## src/rtl/stereo_pkg.sv

```systemverilog
// Shared definitions for the stereo camera stream blocks.
package stereo_pkg;

  localparam int unsigned DefDataWidth = 8;
  localparam int unsigned DefPpc       = 4;

  typedef enum logic [1:0] {
    IDLE   = 2'd0,
    GRANT0 = 2'd1,
    GRANT1 = 2'd2
  } arb_state_t;

endpackage

```

## src/rtl/axis_reg_slice.sv

```systemverilog
// Two-entry AXI4-Stream skid buffer; s_ready drops only when both entries are full.
module axis_reg_slice #(
  parameter int unsigned Width = 8
) (
  input  logic             aclk,
  input  logic             aresetn,
  input  logic             s_valid,
  output logic             s_ready,
  input  logic [Width-1:0] s_payload,
  output logic             m_valid,
  input  logic             m_ready,
  output logic [Width-1:0] m_payload
);

  logic             out_valid_q, out_valid_d;
  logic             skid_valid_q, skid_valid_d;
  logic [Width-1:0] out_q, out_d;
  logic [Width-1:0] skid_q, skid_d;
  logic             push, pop;

  assign s_ready   = !skid_valid_q;
  assign m_valid   = out_valid_q;
  assign m_payload = out_q;
  assign push      = s_valid && s_ready;
  assign pop       = out_valid_q && m_ready;

  always_comb begin
    out_valid_d  = out_valid_q;
    skid_valid_d = skid_valid_q;
    out_d        = out_q;
    skid_d       = skid_q;
    if (pop || !out_valid_q) begin
      if (skid_valid_q) begin
        // Skid full implies s_ready=0, so no push can coincide here.
        out_d        = skid_q;
        out_valid_d  = 1'b1;
        skid_valid_d = 1'b0;
      end else begin
        out_valid_d = push;
        if (push) out_d = s_payload;
      end
    end else if (push) begin
      skid_d       = s_payload;
      skid_valid_d = 1'b1;
    end
  end

  always_ff @(posedge aclk or negedge aresetn) begin
    if (!aresetn) begin
      out_valid_q  <= 1'b0;
      skid_valid_q <= 1'b0;
      out_q        <= '0;
      skid_q       <= '0;
    end else begin
      out_valid_q  <= out_valid_d;
      skid_valid_q <= skid_valid_d;
      out_q        <= out_d;
      skid_q       <= skid_d;
    end
  end

endmodule

```

## src/rtl/yuv_conv_arbiter.sv

```systemverilog
// Line-granular round-robin arbiter sharing one YUV->gray converter between two
// frame-aligned camera streams; output beats are tagged with their source in tdest.
module yuv_conv_arbiter
  import stereo_pkg::*;
#(
  parameter int unsigned DATA_WIDTH = DefDataWidth,
  parameter int unsigned PPC        = DefPpc,
  parameter int unsigned CNT_WIDTH  = 16
) (
  input  logic                        aclk,
  input  logic                        aresetn,
  input  logic [DATA_WIDTH*PPC*3-1:0] s0_axis_yuv_tdata,
  input  logic                        s0_axis_yuv_tvalid,
  input  logic                        s0_axis_yuv_tuser,
  input  logic                        s0_axis_yuv_tlast,
  output logic                        s0_axis_yuv_tready,
  input  logic [DATA_WIDTH*PPC*3-1:0] s1_axis_yuv_tdata,
  input  logic                        s1_axis_yuv_tvalid,
  input  logic                        s1_axis_yuv_tuser,
  input  logic                        s1_axis_yuv_tlast,
  output logic                        s1_axis_yuv_tready,
  output logic [DATA_WIDTH*PPC*3-1:0] m_axis_yuv_tdata,
  output logic                        m_axis_yuv_tvalid,
  output logic                        m_axis_yuv_tuser,
  output logic                        m_axis_yuv_tlast,
  output logic                        m_axis_yuv_tdest,
  input  logic                        m_axis_yuv_tready,
  output logic [CNT_WIDTH-1:0]        drop_cnt0,
  output logic [CNT_WIDTH-1:0]        drop_cnt1
);

  localparam int unsigned TW = DATA_WIDTH * PPC * 3;
  localparam int unsigned PW = TW + 3;
  localparam logic [CNT_WIDTH-1:0] CntMax = {CNT_WIDTH{1'b1}};

  arb_state_t           state_q, state_d;
  logic [1:0]           sync_q, sync_d;
  logic [1:0]           vld, usr, lst, rdy, req, drop;
  logic                 last_grant_q, last_grant_d;
  logic                 run_q;
  logic [CNT_WIDTH-1:0] cnt0_q, cnt0_d, cnt1_q, cnt1_d;
  logic                 slice_ready, push_valid, m_valid;
  logic [PW-1:0]        push_payload, m_payload;

  assign vld = {s1_axis_yuv_tvalid, s0_axis_yuv_tvalid};
  assign usr = {s1_axis_yuv_tuser, s0_axis_yuv_tuser};
  assign lst = {s1_axis_yuv_tlast, s0_axis_yuv_tlast};
  assign req = sync_q & vld;

  assign s0_axis_yuv_tready = rdy[0];
  assign s1_axis_yuv_tready = rdy[1];
  assign drop_cnt0          = cnt0_q;
  assign drop_cnt1          = cnt1_q;

  always_comb begin
    state_d      = state_q;
    sync_d       = sync_q;
    last_grant_d = last_grant_q;
    rdy          = 2'b00;
    drop         = 2'b00;
    push_valid   = 1'b0;
    push_payload = {1'b0, s0_axis_yuv_tuser, s0_axis_yuv_tlast, s0_axis_yuv_tdata};

    // run_q keeps every tready low during reset and the first cycle after it.
    for (int i = 0; i < 2; i++) begin
      if (run_q && !sync_q[i]) begin
        rdy[i]  = !(vld[i] && usr[i]);
        drop[i] = vld[i] && !usr[i];
        if (vld[i] && usr[i]) sync_d[i] = 1'b1;
      end
    end

    unique case (state_q)
      IDLE: begin
        if (req == 2'b11)  state_d = last_grant_q ? GRANT0 : GRANT1;
        else if (req[0])   state_d = GRANT0;
        else if (req[1])   state_d = GRANT1;
      end
      GRANT0: begin
        rdy[0]     = slice_ready;
        push_valid = vld[0] && slice_ready;
        if (push_valid && lst[0]) begin
          state_d      = IDLE;
          last_grant_d = 1'b0;
        end
      end
      GRANT1: begin
        rdy[1]       = slice_ready;
        push_valid   = vld[1] && slice_ready;
        push_payload = {1'b1, s1_axis_yuv_tuser, s1_axis_yuv_tlast, s1_axis_yuv_tdata};
        if (push_valid && lst[1]) begin
          state_d      = IDLE;
          last_grant_d = 1'b1;
        end
      end
      default: state_d = IDLE;
    endcase

    cnt0_d = (drop[0] && cnt0_q != CntMax) ? cnt0_q + CNT_WIDTH'(1) : cnt0_q;
    cnt1_d = (drop[1] && cnt1_q != CntMax) ? cnt1_q + CNT_WIDTH'(1) : cnt1_q;
  end

  always_ff @(posedge aclk or negedge aresetn) begin
    if (!aresetn) begin
      state_q      <= IDLE;
      sync_q       <= 2'b00;
      last_grant_q <= 1'b1;
      run_q        <= 1'b0;
      cnt0_q       <= '0;
      cnt1_q       <= '0;
    end else begin
      state_q      <= state_d;
      sync_q       <= sync_d;
      last_grant_q <= last_grant_d;
      run_q        <= 1'b1;
      cnt0_q       <= cnt0_d;
      cnt1_q       <= cnt1_d;
    end
  end

  axis_reg_slice #(
    .Width(PW)
  ) u_slice (
    .aclk     (aclk),
    .aresetn  (aresetn),
    .s_valid  (push_valid),
    .s_ready  (slice_ready),
    .s_payload(push_payload),
    .m_valid  (m_valid),
    .m_ready  (m_axis_yuv_tready),
    .m_payload(m_payload)
  );

  assign m_axis_yuv_tvalid = m_valid;
  assign m_axis_yuv_tdata  = m_payload[TW-1:0];
  assign m_axis_yuv_tlast  = m_payload[TW];
  assign m_axis_yuv_tuser  = m_payload[TW+1];
  assign m_axis_yuv_tdest  = m_payload[TW+2];

endmodule

```

## config.mk

```make
export PLATFORM = sky130hd
export DESIGN_NAME = yuv_conv_arbiter
export DESIGN_NICKNAME = d
export VERILOG_FILES = /design/src/rtl/stereo_pkg.sv /design/src/rtl/axis_reg_slice.sv /design/src/rtl/yuv_conv_arbiter.sv
export SDC_FILE = /design/constraint.sdc
export NUM_CORES = 1
export LEC_CHECK = 0
export BUFFER_PORTS_ARGS = -buffer_cell sky130_fd_sc_hd__buf_4
export CORE_MARGIN = 5
export CORE_UTILIZATION = 30
export CTS_CLUSTER_DIAMETER = 50
export DETAILED_ROUTE_END_ITERATION = 12
export SYNTH_ARGS = -nofsm -noshare
export SYNTH_HDL_FRONTEND = slang
export SYNTH_SLANG_ARGS = --single-unit
```

## constraint.sdc

```tcl
create_clock -name aclk -period 3.6 [get_ports aclk]
set_input_delay 0.18 -clock aclk [delete_from_list [all_inputs] [get_ports aclk]]
set_output_delay 0.18 -clock aclk [all_outputs]
set_load 0.1 [all_outputs]
```

# Word-level counts from Yosys, hierarchy flattened
# Index checks and enable logic that the tools add are counted.
# W data, S select, Z words.
[word_totals]
word_cells = 79
output_inout_bits = 134
inputBits = 201
reg_bits = 238
[classes]
n_eq_ne = 8
muxes = 23
n_bitwise = 2
n_reduce_logical = 33
addsub = 2
[ops]
columns = ["cell", "n"]
rows = [
  ["$mux W99", 3],
  ["$add A16 B1 Y16 const B", 2],
  ["$ne A16 B16 Y1 const B", 2],
  ["$logic_and A1 B1 Y1", 14],
  ["$mux W2", 6],
  ["$mux W1", 11],
  ["$logic_not A1 Y1", 8],
  ["$reduce_and A2 Y1", 4],
  ["$pmux W2 S3", 1],
  ["$reduce_and A3 Y1", 2],
  ["$reduce_bool A2 Y1", 3],
  ["$eq A2 B2 Y1 const B", 2],
  ["$ne A2 B2 Y1 const B", 2],
  ["$ne A4 B4 Y1 const B", 1],
  ["$pmux W1 S2", 2],
  ["$and A2 B2 Y2", 1],
  ["$eq A2 B1 Y1 const B", 1],
  ["$logic_not A2 Y1", 1],
  ["$logic_or A1 B1 Y1", 1],
  ["$not A1 Y1", 1],
]

# Longest topological paths before layout
[logic_depth]
ltp_word = 6
ltp_mapped = 10
depth_no_buf = 6

# Modules after synthesis
# From an unflattened synthesis, not the netlist that was laid out.
[hier_totals]
cells_unflattened = 831
hier_area_um2 = 11855.1
[modules_own_cells]
columns = ["mod", "area_each_um2", "seq_area_each_um2", "cells_each", "instances"]
rows = [
  ["axis_reg_slice", 8715.9, 5004.8, 537, 1],
  ["yuv_conv_arbiter", 3139.3, 952.2, 294, 1],
]

# Least setup slack after synthesis
# No wires, ideal clock.
[synth_timing]
kind = "reg2out"
start = "reg state_q[0]"
end = "out s1_axis_yuv_tready"
n_path_buf = 3
t_arrival_ns = 3.217
slack_ns = 0.203
required_ns = 3.420
path_stages_with_launch = 7
cell_sequence = "dfrtp_1 > inv_1 > ha_1 > buf_2 > buf_2 > buf_2 > o21ai_0"
[synth_between]
elab_chain_len = 2
[synth_lines]
columns = ["item", "line", "rtl"]
rows = [
  ["from (decl)", "yuv_conv_arbiter.sv:36", "arb_state_t state_q, state_d;"],
  ["from (signal assigned)", "yuv_conv_arbiter.sv:112", "state_q <= state_d;"],
  ["$eq A2 B2 Y1", "yuv_conv_arbiter.sv:73", "unique case (state_q)"],
  ["$mux W1", "yuv_conv_arbiter.sv:73", ""],
  ["to (decl)", "yuv_conv_arbiter.sv:21", "output logic s1_axis_yuv_tready,"],
]
# No other way between the ends.

# Worst setup path in the final report
# Ends and elaborated chain as after synthesis.

==> results.toml <==
[place]
place.gp.congestion = 0.768
dp_hpwl_mm = 20.9
port_buffers = 334

[die]
die-width_um = 204
floorplan.die_area_mm2 = 0.0415
design.portCount = 335
initial_core_util = 0.302
floorplan.die.height_um = 204
placeableCoreArea_mm2 = 0.0373
core.rowCount = 71

[timing]
layout_min_cycle_time_ns = 2.54
fin_tns_setup_ns = 0
fin_worst_skew_ns = 0.0207
fmaxAchievable_mhz = 394
worst_hold_slack_ns = 0.0158
post-route-period-util = 0.705
timing.final.setup_violations = 0
rsz0062_at_grt = "no"
timing.final.hold_violations = 0
slew_violations = 0
timing.max_slew.rel_slack = 0.393
worst-slew-pin-transition_ns = 0.911

[logic_synthesis]
ys.warnings.count = 0
synth_enable_flop_cells = 0
synth.top_cells.by_count = "sky130_fd_sc_hd__dfrtp_1, sky130_fd_sc_hd__nand2_1, sky130_fd_sc_hd__a21oi_1, sky130_fd_sc_hd__nor2_1"
mux_contribution_to_synthesized_area = 0.200
synth_xor_area_frac = 0.0117
ffs_w_async_s_r_synth = 1.00
synth_fp_nets = 1262
synth_area_leaders = "sky130_fd_sc_hd__dfrtp_1, sky130_fd_sc_hd__mux2_2, sky130_fd_sc_hd__mux2i_1, sky130_fd_sc_hd__a21oi_1, sky130_fd_sc_hd__o21ai_0"
syn_area_per_cell_um2 = 10.7
yosys.cell_count.top_type = "sky130_fd_sc_hd__dfrtp_1"
synth_cell_types = 50
yosys_most_used_dff = "sky130_fd_sc_hd__dfrtp_1"
synth_area_leader_cell = "sky130_fd_sc_hd__dfrtp_1"
synthCells = 1055
synth-seq-area-share = 0.529
synth.ff_latch_count = 238
synthesis.area_mm2 = 0.0113
synth_top_family_by_area = "multiplexers"
yosys.area_share.adder = 0.00667
yosys.area_share.simple = 0.109
synthDominantCellAreaShare = 0.527
synth-compound-area-share = 0.111

[route]
post_drt_wl_per_cell_um = 16.0
detail_route.wirelength_mm = 32.7
first_iter_violations = 403
routed-via-count = 9663
drc_errors = 0
final_antenna_net_count = 0
routed_via_density = 4.74
drtPass1Iterations = 4

[critical_path]
worst-endpoint-arrival_ns = 2.36
critical_path_class = "reg -> out"
cp-start-kind = "flip-flop"
crit_fanout = 103
worst_setup_path_end_kind = "output port"
worst-endpoint-required_ns = 3.42

[power]
power_leakage_uw = 0.00768
power.density_cell_area_mw_per_mm2 = 935
vdd.ir_drop.worst_v = 0.000492

[grt]
global_routing_usage_summed_across_all_routing_layers = 0.154
grt_max_degree = 116
global_route_wire_length_before_repair_mm = 52.8
initial_antenna_violation_count = 0
first_global_vias = 10100
grt-ovfl-total = 0

[cts]
post_cts_resized = 0
postCtsSetupBuffers = 0
clock_sinks = 238
cts-root-to-sink-buffers = 3
cts_hold_repair.buffers = 170
clock-root-buffer = "sky130_fd_sc_hd__clkbuf_16"
clkSlewWorstSetupHoldPaths_ns = 0.05
htree_levels = 2
tritoncts_clock_tree = "done"
cts_inserted_buffers = 37
clkLatencyLatePin_ns = 0.53

[layout]
antenna-diode-count = 0
drive_above_1_share = 0.333
num-nets-final = 1746
area_growth_pct = 52.4

[worst_hold_path]
worstHoldPathType = "in -> reg"

[run_status]
outcome = "complete, no violations"

[job]
max-cap-violations = 0
==> power by group <==
group | internal (uW) | switching (uW)
Sequential | 3590 | 514
Combinational | 2400 | 6020
Clock | 2130 | 1360
Total | 8130 | 7890
==> flip-flops by register name, indices dropped and copies added, names as in the netlist <==
signal,count
drop_cnt0,16
drop_cnt1,16
last_grant_q,1
run_q,1
state_q,2
sync_q,2
u_slice.m_payload,99
u_slice.m_valid,1
u_slice.skid_q,99
u_slice.skid_valid_q,1
==> kinds of logic after synthesis <==
kind of cell               count (synthesis)
AOI/OAI and AO/OA                        232
DFF                                      238
and+or+nand+nor                          279
adders and majority gates                  6
buffers and inverters                     76
muxes                                    208
xor gates and xnor gates                  15
other                                      1
==> cell usage in the layout (no fill, tap or decap), types with 10 or more instances in the layout <==
master                          instances
sky130_fd_sc_hd__mux2_2                90
sky130_fd_sc_hd__clkbuf_16             37
sky130_fd_sc_hd__mux2i_1              101
sky130_fd_sc_hd__mux2_4                10
sky130_fd_sc_hd__o21ai_0              101
sky130_fd_sc_hd__nand2_1              119
sky130_fd_sc_hd__nor2_1               106
sky130_fd_sc_hd__buf_4                335
sky130_fd_sc_hd__a21oi_1              108
sky130_fd_sc_hd__dlygate4sd3_1        170
sky130_fd_sc_hd__dfrtp_1              236
==> per-layer routing <==
metal / share of wire / up-vias / wire length [um] / track usage
met5: 0 / - / 0 / 0
li1: - / 4693 / - / -
met1: 0.44 / 4623 / 14500 / 0.201
met2: 0.46 / 278 / 15200 / 0.247
met4: 0.031 / 0 / 1030 / 0.0530
met3: 0.064 / 69 / 2090 / 0.0415
==> path summary, 6_finish.rpt <==
| kind | start | endpoint | slack (ns) | cells past startpoint |
|---|---|---|---|---|
| worst min register to register | u_slice.m_payload[82]$_DFFE_PN0P_ | u_slice.m_payload[82]$_DFFE_PN0P_ | 0.49 | 1 |
| worst max register to register | state_q[0]$_DFFE_PN0P_ | u_slice.skid_q[47]$_DFFE_PN0P_ | 1.09 | 6 |
| max in group asynchronous | aresetn | u_slice.m_payload[7]$_DFFE_PN0P_ | 2.29 | 3 |
| worst min-delay path | s1_axis_yuv_tdata[15] | u_slice.skid_q[15]$_DFFE_PN0P_ | 0.02 | 3 |
| worst max-delay path | state_q[0]$_DFFE_PN0P_ | s1_axis_yuv_tready | 1.06 | 6 |
| min in group asynchronous | aresetn | u_slice.skid_q[90]$_DFFE_PN0P_ | 0.36 | 2 |
==> metrics by stage <==
stage / cells / instance area (um^2) / setup WS (ns) / power, uW / utilization
floorplan: 1055 / 11300 / 0.203 / 10400 / -
global placement: 1804 / 14200 / 1.31 / 12100 / 0.381
detailed placement: 1804 / 14200 / 1.28 / 12200 / 0.381
CTS: 2040 / 17100 / 0.982 / 16200 / 0.460
global route: 2040 / 17100 / 0.852 / 16800 / 0.460
finish: 2040 / 17100 / 1.06 / 16000 / 0.460
==> critical path, cell delays in order, from the launching register on <==
cell and delay (ns):
sky130_fd_sc_hd__dfrtp_1 0.39, sky130_fd_sc_hd__inv_1 0.14, sky130_fd_sc_hd__ha_4 0.17, sky130_fd_sc_hd__buf_12 0.57
sky130_fd_sc_hd__nand2b_1 0.14, sky130_fd_sc_hd__o21ai_0 0.11, sky130_fd_sc_hd__buf_4 0.32
==> final cells by class <==
type	count	area, um^2
clock buffers	43	978
multi-input cells	741	4950
inverters	7	26.3
well taps	474	593
flip-flops and latches	238	5960
fillers	3421	20200
repair buffers	514	4390
clock inverters	23	243
No activity file was read; power rests on OpenSTA's default activity.
